$ cat src/rtl/fetch_ctrl_pkg.sv
// Shared types and branch-target constants for the fetch sequencer.
package fetch_pkg;

    typedef enum logic [1:0] {IDLE, RUN, HALT} state_t;
    typedef enum logic [1:0] {BR_AL, BR_EQ, BR_LT, BR_GT} brcond_t;

    localparam logic [8:0] HALT_WORD = 9'b0;

    localparam logic [7:0] TGT_LOOP       = 8'd2;
    localparam logic [7:0] TGT_SHIFT      = 8'd8;
    localparam logic [7:0] TGT_LOWERLOOP  = 8'd23;
    localparam logic [7:0] TGT_STRINGLOOP = 8'd28;
    localparam logic [7:0] TGT_MATCHLOOP  = 8'd32;
    localparam logic [7:0] TGT_FOUND      = 8'd42;
    localparam logic [7:0] TGT_INCJ       = 8'd43;

    function automatic logic [7:0] lut_target(input logic [3:0] idx);
        logic [7:0] tgt;
        tgt = '0;
        case (idx)
            4'd0:    tgt = TGT_LOOP;
            4'd1:    tgt = TGT_SHIFT;
            4'd2:    tgt = TGT_LOWERLOOP;
            4'd3:    tgt = TGT_STRINGLOOP;
            4'd4:    tgt = TGT_MATCHLOOP;
            4'd5:    tgt = TGT_FOUND;
            4'd6:    tgt = TGT_INCJ;
            default: tgt = '0;
        endcase
        return tgt;
    endfunction

endpackage

$ cat src/rtl/fetch_ctrl_if.sv
// Fetch sequencer bus: launch control, ROM word, branch/flag inputs and status outputs.
interface fetch_ctrl_if #(
    parameter int PC_W  = 8,
    parameter int I_W   = 9,
    parameter int CNT_W = 16
);
    logic             Start;
    logic [PC_W-1:0]  StartAddr;
    logic [I_W-1:0]   Instr;
    logic             Stall;
    logic             BrEn;
    logic [1:0]       BrCond;
    logic [3:0]       BrIdx;
    logic             FlagZ;
    logic             FlagLT;
    logic             FlagGT;
    logic [PC_W-1:0]  PC;
    logic             Fetching;
    logic             Done;
    logic [CNT_W-1:0] CycleCnt;
    logic             Err;

    modport master (
        output Start, StartAddr, Instr, Stall, BrEn, BrCond, BrIdx, FlagZ, FlagLT, FlagGT,
        input  PC, Fetching, Done, CycleCnt, Err
    );

    modport slave (
        input  Start, StartAddr, Instr, Stall, BrEn, BrCond, BrIdx, FlagZ, FlagLT, FlagGT,
        output PC, Fetching, Done, CycleCnt, Err
    );
endinterface

$ cat src/rtl/fetch_ctrl_branch_lut.sv
// Combinational branch-target table; unused indices return 0.
module branch_lut
    import fetch_pkg::*;
#(
    parameter int PC_W = 8
) (
    input  logic [3:0]      idx_i,
    output logic [PC_W-1:0] tgt_o
);
    assign tgt_o = PC_W'(lut_target(idx_i));
endmodule

$ cat src/rtl/fetch_ctrl.sv
// Program-counter / fetch sequencer: IDLE/RUN/HALT FSM, branch resolution, cycle counter, wrap flag.
module fetch_ctrl
    import fetch_pkg::*;
#(
    parameter int PC_W  = 8,
    parameter int I_W   = 9,
    parameter int CNT_W = 16
) (
    input logic         Clk,
    input logic         Reset,
    fetch_ctrl_if.slave bus
);
    state_t            state_q, state_d;
    logic [PC_W-1:0]   pc_q, pc_d;
    logic [CNT_W-1:0]  cnt_q, cnt_d;
    logic              err_q, err_d;
    logic [PC_W-1:0]   lut_tgt;
    logic              cond_true;
    brcond_t           cond;

    branch_lut #(.PC_W(PC_W)) u_lut (
        .idx_i (bus.BrIdx),
        .tgt_o (lut_tgt)
    );

    assign cond = brcond_t'(bus.BrCond);

    always_comb begin
        cond_true = 1'b0;
        case (cond)
            BR_AL:   cond_true = 1'b1;
            BR_EQ:   cond_true = bus.FlagZ;
            BR_LT:   cond_true = bus.FlagLT;
            BR_GT:   cond_true = bus.FlagGT;
            default: cond_true = 1'b0;
        endcase
    end

    always_comb begin
        state_d = state_q;
        pc_d    = pc_q;
        cnt_d   = cnt_q;
        err_d   = err_q;
        case (state_q)
            IDLE, HALT: begin
                if (bus.Start) begin
                    state_d = RUN;
                    pc_d    = bus.StartAddr;
                    cnt_d   = '0;
                    err_d   = 1'b0;
                end
            end
            RUN: begin
                if (cnt_q != '1)
                    cnt_d = cnt_q + CNT_W'(1);
                // Stall masks both halt and branch; halt outranks a branch on the done word
                if (!bus.Stall) begin
                    if (bus.Instr == I_W'(HALT_WORD)) begin
                        state_d = HALT;
                    end else if (bus.BrEn && cond_true) begin
                        pc_d = lut_tgt;
                    end else begin
                        pc_d = pc_q + PC_W'(1);
                        if (pc_q == '1)
                            err_d = 1'b1;
                    end
                end
            end
            default: state_d = IDLE;
        endcase
    end

    always_ff @(posedge Clk) begin
        if (Reset) begin
            state_q <= IDLE;
            pc_q    <= '0;
            cnt_q   <= '0;
            err_q   <= 1'b0;
        end else begin
            state_q <= state_d;
            pc_q    <= pc_d;
            cnt_q   <= cnt_d;
            err_q   <= err_d;
        end
    end

    assign bus.PC       = pc_q;
    assign bus.Fetching = (state_q == RUN);
    assign bus.Done     = (state_q == HALT);
    assign bus.CycleCnt = cnt_q;
    assign bus.Err      = err_q;

endmodule

$ cat src/flat_wrapper.sv
// flat-port wrapper written by rule: the top's interface ports become plain ports
module fetch_ctrl_flat import fetch_pkg::*;
#(
    parameter int PC_W  = 8,
    parameter int I_W   = 9,
    parameter int CNT_W = 16
)
  (Clk, Reset, bus_Start, bus_StartAddr, bus_Instr, bus_Stall, bus_BrEn, bus_BrCond, bus_BrIdx, bus_FlagZ, bus_FlagLT, bus_FlagGT, bus_PC, bus_Fetching, bus_Done, bus_CycleCnt, bus_Err);
  fetch_ctrl_if #(.PC_W(PC_W), .I_W(I_W), .CNT_W(CNT_W)) bus_i ();
  input logic Clk;
  input logic Reset;
  input wire logic [$bits(bus_i.Start)-1:0] bus_Start;
  input wire logic [$bits(bus_i.StartAddr)-1:0] bus_StartAddr;
  input wire logic [$bits(bus_i.Instr)-1:0] bus_Instr;
  input wire logic [$bits(bus_i.Stall)-1:0] bus_Stall;
  input wire logic [$bits(bus_i.BrEn)-1:0] bus_BrEn;
  input wire logic [$bits(bus_i.BrCond)-1:0] bus_BrCond;
  input wire logic [$bits(bus_i.BrIdx)-1:0] bus_BrIdx;
  input wire logic [$bits(bus_i.FlagZ)-1:0] bus_FlagZ;
  input wire logic [$bits(bus_i.FlagLT)-1:0] bus_FlagLT;
  input wire logic [$bits(bus_i.FlagGT)-1:0] bus_FlagGT;
  output wire logic [$bits(bus_i.PC)-1:0] bus_PC;
  output wire logic [$bits(bus_i.Fetching)-1:0] bus_Fetching;
  output wire logic [$bits(bus_i.Done)-1:0] bus_Done;
  output wire logic [$bits(bus_i.CycleCnt)-1:0] bus_CycleCnt;
  output wire logic [$bits(bus_i.Err)-1:0] bus_Err;
  assign bus_i.Start = bus_Start;
  assign bus_i.StartAddr = bus_StartAddr;
  assign bus_i.Instr = bus_Instr;
  assign bus_i.Stall = bus_Stall;
  assign bus_i.BrEn = bus_BrEn;
  assign bus_i.BrCond = bus_BrCond;
  assign bus_i.BrIdx = bus_BrIdx;
  assign bus_i.FlagZ = bus_FlagZ;
  assign bus_i.FlagLT = bus_FlagLT;
  assign bus_i.FlagGT = bus_FlagGT;
  assign bus_PC = bus_i.PC;
  assign bus_Fetching = bus_i.Fetching;
  assign bus_Done = bus_i.Done;
  assign bus_CycleCnt = bus_i.CycleCnt;
  assign bus_Err = bus_i.Err;
  fetch_ctrl #(.PC_W(PC_W), .I_W(I_W), .CNT_W(CNT_W)) u_core (.Clk(Clk), .Reset(Reset), .bus(bus_i));
endmodule
$ cat config.mk
export PLATFORM = sky130hd
export DESIGN_NAME = fetch_ctrl_flat
export DESIGN_NICKNAME = d
export VERILOG_FILES = /design/src/rtl/fetch_ctrl_pkg.sv /design/src/rtl/fetch_ctrl_if.sv /design/src/rtl/fetch_ctrl_branch_lut.sv /design/src/rtl/fetch_ctrl.sv /design/src/flat_wrapper.sv
export SDC_FILE = /design/constraint.sdc
export NUM_CORES = 1
export LEC_CHECK = 0
export ABC_CLOCK_PERIOD_IN_PS = 1800
export CORE_UTILIZATION = 40
export CTS_CLUSTER_SIZE = 12
export DETAILED_ROUTE_END_ITERATION = 10
export PLACE_DENSITY_LB_ADDON = 0.08
export SLEW_MARGIN = 10
export SYNTH_ARGS = -nofsm -noshare
export SYNTH_HDL_FRONTEND = slang
export SYNTH_SLANG_ARGS = --single-unit
$ cat constraint.sdc
create_clock -name Clk -period 1.8 [get_ports Clk]
set_clock_uncertainty 0.15 [all_clocks]
set_input_delay 0.27 -clock Clk [delete_from_list [all_inputs] [get_ports Clk]]
set_output_delay 0.27 -clock Clk [all_outputs]
set_load 0.005 [all_outputs]
==> impl_metrics.tcl, run 1 <==
set metrics [dict create \
    synth_top_cell_by_area "dfxtp_1" \
    final_cell_mix "buf_4, clkdlybuf4s50_1, nor2_1" \
    hold-path-cell-count 2 \
    place_area_sq_um 2620 \
    rr_endpoint "u_core.bus.CycleCnt[4]" \
    ant_nets 0 \
    dp_hpwl_um 3570 \
    io_buffers 57 \
    synth_top_family_by_area "simple AND/OR/NAND/NOR gates" \
    clockRootBuffer "clkbuf_8" \
    wirelength_um 5510 \
    setup.worst_path.end_class "flip-flop" \
    grt_max_degree 15 \
    syn_area_per_cell_sq_um 8.14 \
    drt-initial-drc-count 98 \
    start_util 0.428 \
    reg2reg_from "u_core.bus.CycleCnt[10]" \
    fp.dieW_um 65.3 \
    yosys_most_used_dff "dfxtp_1" \
    crit_path_max_fanout 8 \
    clkTransAtPathRegs_ns 0.10 \
    max_freq_ghz 0.543 \
    synth_compound_area_frac 0.208 \
    yosys.area.top_type_share 0.337 \
    ys_warn_count 0 \
    fin_crit_ns 1.84 \
    status "finished with violations" \
    dr.pass1.iters 4 \
    dp_cells 345 \
    ir_drop_v 0.000435 \
    grt_overflow_total 0 \
    min_path_type "flip-flop to flip-flop" \
    core_sq_um 3740 \
    power_density_nw_per_um2 481 \
    yosys.area_share.adder 0.0156 \
    syn_area_sq_um 1600 \
    ys_async_sr_fraction 0 \
    vias_per_cell 5.36 \
    cts-htree-levels 1 \
    leakage_nw 1.16 \
    layout_commonest_cell "buf_4" \
    violations "setup timing" \
    nets 347 \
    regToRegSetupSlack_ns -0.04 \
    crit_path_end "u_core.bus.CycleCnt[4]" \
    ctsHoldBuffers 0 \
    stdcell_area_sq_um 2940 \
    ys_ff_latch 27 \
    worstMarginPinSlew_ns 0.377 \
    clock_latency_ns 0.28 \
    grt_pass1_vias 1785 \
    synth.distinct_cells 45 \
    hold_viol 0 \
    place_ws_ns -0.589 \
    reg2reg_depth 6 \
    area_delta_synth_final_pct 83.5 \
    grt_pass1_wl_um 8280 \
    max_slew_margin 0.742 \
    routabilityCongestion 0.788 \
    drive_gt1_frac 0.345 \
    yosys.area_share.simple 0.279 \
    cts_tree "yes" \
    ys_seq_area_frac 0.337 \
    wl_per_cell_um 15.3 \
    synth_area_leaders "dfxtp_1, xnor2_1, nor2_1" \
    path_class "flip-flop to flip-flop" \
    synth_xor_area_frac 0.109 \
    io_pins 58 \
    layout_setup_ws_ns -0.0411 \
    cp.arrival_ns 1.87 \
    num_vias 1934 \
    synth_nets 230 \
    setup_viol 1 \
    maxSlewViolCount 0 \
    cts.sinks 27 \
    fin_cells 361 \
    required_ns 1.82 \
    syn_inst 197 \
    drv_cap 0 \
    setup.worst_path.start "u_core.bus.CycleCnt[10]" \
    critPathLaunchType "flip-flop" \
    synth-edff-count 0 \
    die_y_um 65.3 \
    drc 0 \
    synthMuxAreaShare 0.0125 \
    clockBufferDepth 2 \
    antenna-diode-count 0 \
    die_area_sq_um 4260 \
    cts_buffers 3 \
    antenna_found_initial 0 \
    fin_crit_sh 1.02 \
    grtUsageTotal 0.248 \
    num_rows 22 \
]
[synth_stat cells (3+ instances only)]
cell type  count
a21oi_1        6
dfxtp_1       27
nor2b_1        3
and3_1         3
inv_1          9
nand3_1       10
a211oi_1       8
nor3_1         5
a2111oi_0      5
nand2b_1       4
nand2_1       15
xor2_1         3
clkbuf_1       6
nand3b_1       3
nor2_1        30
o41ai_1        3
nand4_1        3
xnor2_1       17
[per-layer routing]
layer  track usage  share of wire
met1         0.361           0.46
met2         0.381           0.47
met3        0.0347          0.062
met4        0.0598         0.0073
met5             0              0
[state kept, by name, indices dropped and copies added (netlist names)]
name and flops:
u_core.state_q 2, u_core.bus.CycleCnt 16, u_core.bus.PC 8, u_core.bus.Err 1
[stage by stage]
stage | TNS (ns) | hold WS, ns | total power [mW] | util
6_report | -0.0411 | 0.347 | 1.42 | 0.785
2_1_floorplan | -0.0213 | 0.222 | 0.792 | -
5_1_grt | -0.256 | 0.396 | 1.47 | 0.785
3_5_place_dp | -7.27 | 0.313 | 1.00 | 0.699
3_3_place_gp | -6.63 | 0.324 | 1.00 | 0.699
4_1_cts | -0.0778 | 0.353 | 1.38 | 0.739
[final cells by class]
cell class	instances	area, sq um
clock buffers	4	45.0
well taps	48	60.1
repair buffers	119	1040
flip-flops and latches	27	556
multi-input cells	154	1200
fillers	271	803
inverters	9	33.8
[logic make-up (layout without fill, tap and decap cells)]
group / Yosys count / after routing
DFF: 27 / 27
AOI/OAI and AO/OA: 42 / 42
muxes: 2 / 2
and+or+nand+nor: 88 / 88
adders and majority gates: 2 / 2
xor gates and xnor gates: 20 / 20
buffers and inverters: 16 / 132
[where the power goes]
| part | internal [mW] | total [mW] | switching [mW] |
|---|---|---|---|
| clock | 0.159 | 0.369 | 0.210 |
| combinational | 0.222 | 0.396 | 0.174 |
| sequential | 0.619 | 0.650 | 0.0307 |
| total | 1.00 | 1.42 | 0.414 |
[worst min-delay path by stage]
stage	startpoint	endpoint	slack, ns
5_1_grt	bus_Start	u_core.state_q[1]	0.40
4_1_cts	u_core.bus.Err	u_core.bus.Err	0.35
6_report	u_core.bus.Err	u_core.bus.Err	0.35
2_1_floorplan	Reset	u_core.bus.PC[0]	0.22
3_3_place_gp	u_core.bus.Err	u_core.bus.Err	0.32
3_5_place_dp	u_core.bus.Err	u_core.bus.Err	0.31
[critical path: stages (launching register included)]
cell	delay [ns]
dfxtp_1	0.33
and4_1	0.22
and4_4	0.25
buf_4	0.18
a211oi_1	0.34
xnor2_1	0.20
nor2_1	0.07
[timing repair]
item | 4_1_cts | 5_1_grt
resized for setup | 32 | 40
setup endpoints to repair | 16 | 25
pin swaps | 14 | 18
setup buffers | 8 | 4
cloned | 1 | 0
Note: power is estimated with default switching activity, not from simulation.
==> run 2: changes to the inputs <==
--- a/config.mk
+++ b/config.mk
@@ -10,6 +10,7 @@
 export CTS_CLUSTER_SIZE = 12
 export DETAILED_ROUTE_END_ITERATION = 10
 export PLACE_DENSITY_LB_ADDON = 0.08
+export SKIP_CTS_REPAIR_TIMING = 1
 export SLEW_MARGIN = 10
 export SYNTH_ARGS = -nofsm -noshare
 export SYNTH_HDL_FRONTEND = slang
==> run 2 against run 1 <==
The flow still finishes with violations (setup timing). Register-to-register slack about the same. Clock power decreased by 2%. Utilization decreased by 0.57 points. Final area decreased by 0.72%. Sequential cell count unchanged.
==> impl_metrics.tcl, run 2 (synthesis gave the netlist of run 1 again) <==
set metrics [dict create \
    vias_per_cell 5.27 \
    clkTransAtPathRegs_ns 0.10 \
    routabilityCongestion 0.788 \
    die_area_sq_um 4260 \
    leakage_nw 1.21 \
    place_ws_ns -0.589 \
    antenna_found_initial 0 \
    clockRootBuffer "clkbuf_8" \
    violations "setup timing" \
    setup_viol 1 \
    rsz0062_at_grt "true" \
    antenna-diode-count 0 \
    drive_gt1_frac 0.307 \
    layout_setup_ws_ns -0.0292 \
    core_sq_um 3740 \
    hold_ws_ns 0.348 \
    clockBufferDepth 2 \
    grt_max_degree 15 \
    num_rows 22 \
    ir_drop_v 0.000393 \
    path_buf_inv 1 \
    clock_latency_ns 0.27 \
    min_path_type "flip-flop to flip-flop" \
    setup_tns_ns -0.0292 \
    start_util 0.428 \
    grt_overflow_total 0 \
    largest_register_ffs 16 \
    maxSlewViolCount 0 \
    cp_cell_sequence "and4_1, and4_4, buf_4, a211oi_1, xnor2_1, nor2_1" \
    cts_buffers 3 \
    dp_hpwl_um 3570 \
    drv_cap 0 \
    cts_tree "yes" \
    cts.sinks 27 \
    fill_cells 275 \
    io_buffers 57 \
    status "finished with violations" \
    critPathSlowestCell "a211oi_1" \
    wl_per_cell_um 15.1 \
    drt-initial-drc-count 81 \
    num_vias 1880 \
    stdcell_area_sq_um 2920 \
    crit_path_max_fanout 8 \
    cts-htree-levels 1 \
    fin_crit_sh 1.02 \
    fp.dieW_um 65.3 \
    cp_slowest_stage_delay_ns 0.37 \
    place_area_sq_um 2620 \
    finalCoreUtilization 0.780 \
    dr.pass1.iters 5 \
    drc 0 \
    critPathLaunchType "flip-flop" \
    die_y_um 65.3 \
    hold_viol 0 \
    max_freq_ghz 0.547 \
    cp.arrival_ns 1.86 \
    ant_nets 0 \
    setup.worst_path.end_class "flip-flop" \
    path_class "flip-flop to flip-flop" \
    fin_crit_ns 1.83 \
    grt_pass1_vias 1724 \
    grtUsageTotal 0.236 \
    power_density_nw_per_um2 480 \
    final_cell_mix "buf_4, clkdlybuf4s50_1, nor2_1" \
    grt_pass1_wl_um 7910 \
    layout_commonest_cell "buf_4" \
    wirelength_um 5380 \
    critical-path-top-delay-family "simple AND/OR/NAND/NOR gates" \
    required_ns 1.83 \
    nets 343 \
    io_pins 58 \
    area_delta_synth_final_pct 82.1 \
    worstMarginPinSlew_ns 0.374 \
    max_slew_margin 0.744 \
]
## run 2: per-layer routing
metal  global-route usage  up-vias  routed length (um)
met5                    0        -                   0
met4               0.0571        0                  32
met3               0.0347        4                 324
met2                0.360       64                2510
met1                0.345      872                2510
li1                     -      940                   -
## run 2: layout make-up
type | instances | area, sq um | share of cell area
sequential | 27 | 553 | 0.189
inverter | 9 | 33.8 | 0.0116
multi-input combinational | 154 | 1170 | 0.402
clock buffer | 4 | 45.0 | 0.0154
tap | 48 | 60.1 | 0.0206
timing repair buffer | 115 | 1050 | 0.361
## run 2: metrics by stage
stage | total power [mW] | std cells
after floorplan | 0.792 | 197
after global placement | 1.00 | 345
after detailed placement | 1.00 | 345
after CTS | 1.36 | 349
after global routing | 1.48 | 357
final | 1.40 | 357
## run 2: power by group
| part | total, mW | leakage [nW] | internal [mW] | switching (mW) |
|---|---|---|---|---|
| Sequential | 0.648 | 0.223 | 0.619 | 0.0293 |
| Clock | 0.361 | 0.0228 | 0.159 | 0.202 |
| Combinational | 0.391 | 0.965 | 0.225 | 0.166 |
| Total | 1.40 | 1.21 | 1.00 | 0.397 |
## run 2: path summary, 6_finish.rpt
| check | startpoint | end | slack [ns] | depth (start not counted) |
|---|---|---|---|---|
| worst max register to register | u_core.bus.CycleCnt[10] | u_core.bus.CycleCnt[3] | -0.03 | 6 |
| worst min-delay path | u_core.bus.Err | u_core.bus.Err | 0.35 | 2 |
| worst max-delay path | u_core.bus.CycleCnt[10] | u_core.bus.CycleCnt[3] | -0.03 | 6 |
| worst min register to register | u_core.bus.Err | u_core.bus.Err | 0.35 | 2 |
## run 2: tightest hold or removal path, cell delays in order (launching register included)
cell and delay [ns]:
dfxtp_1 0.35, a41oi_1 0.05, nor2_1 0.08
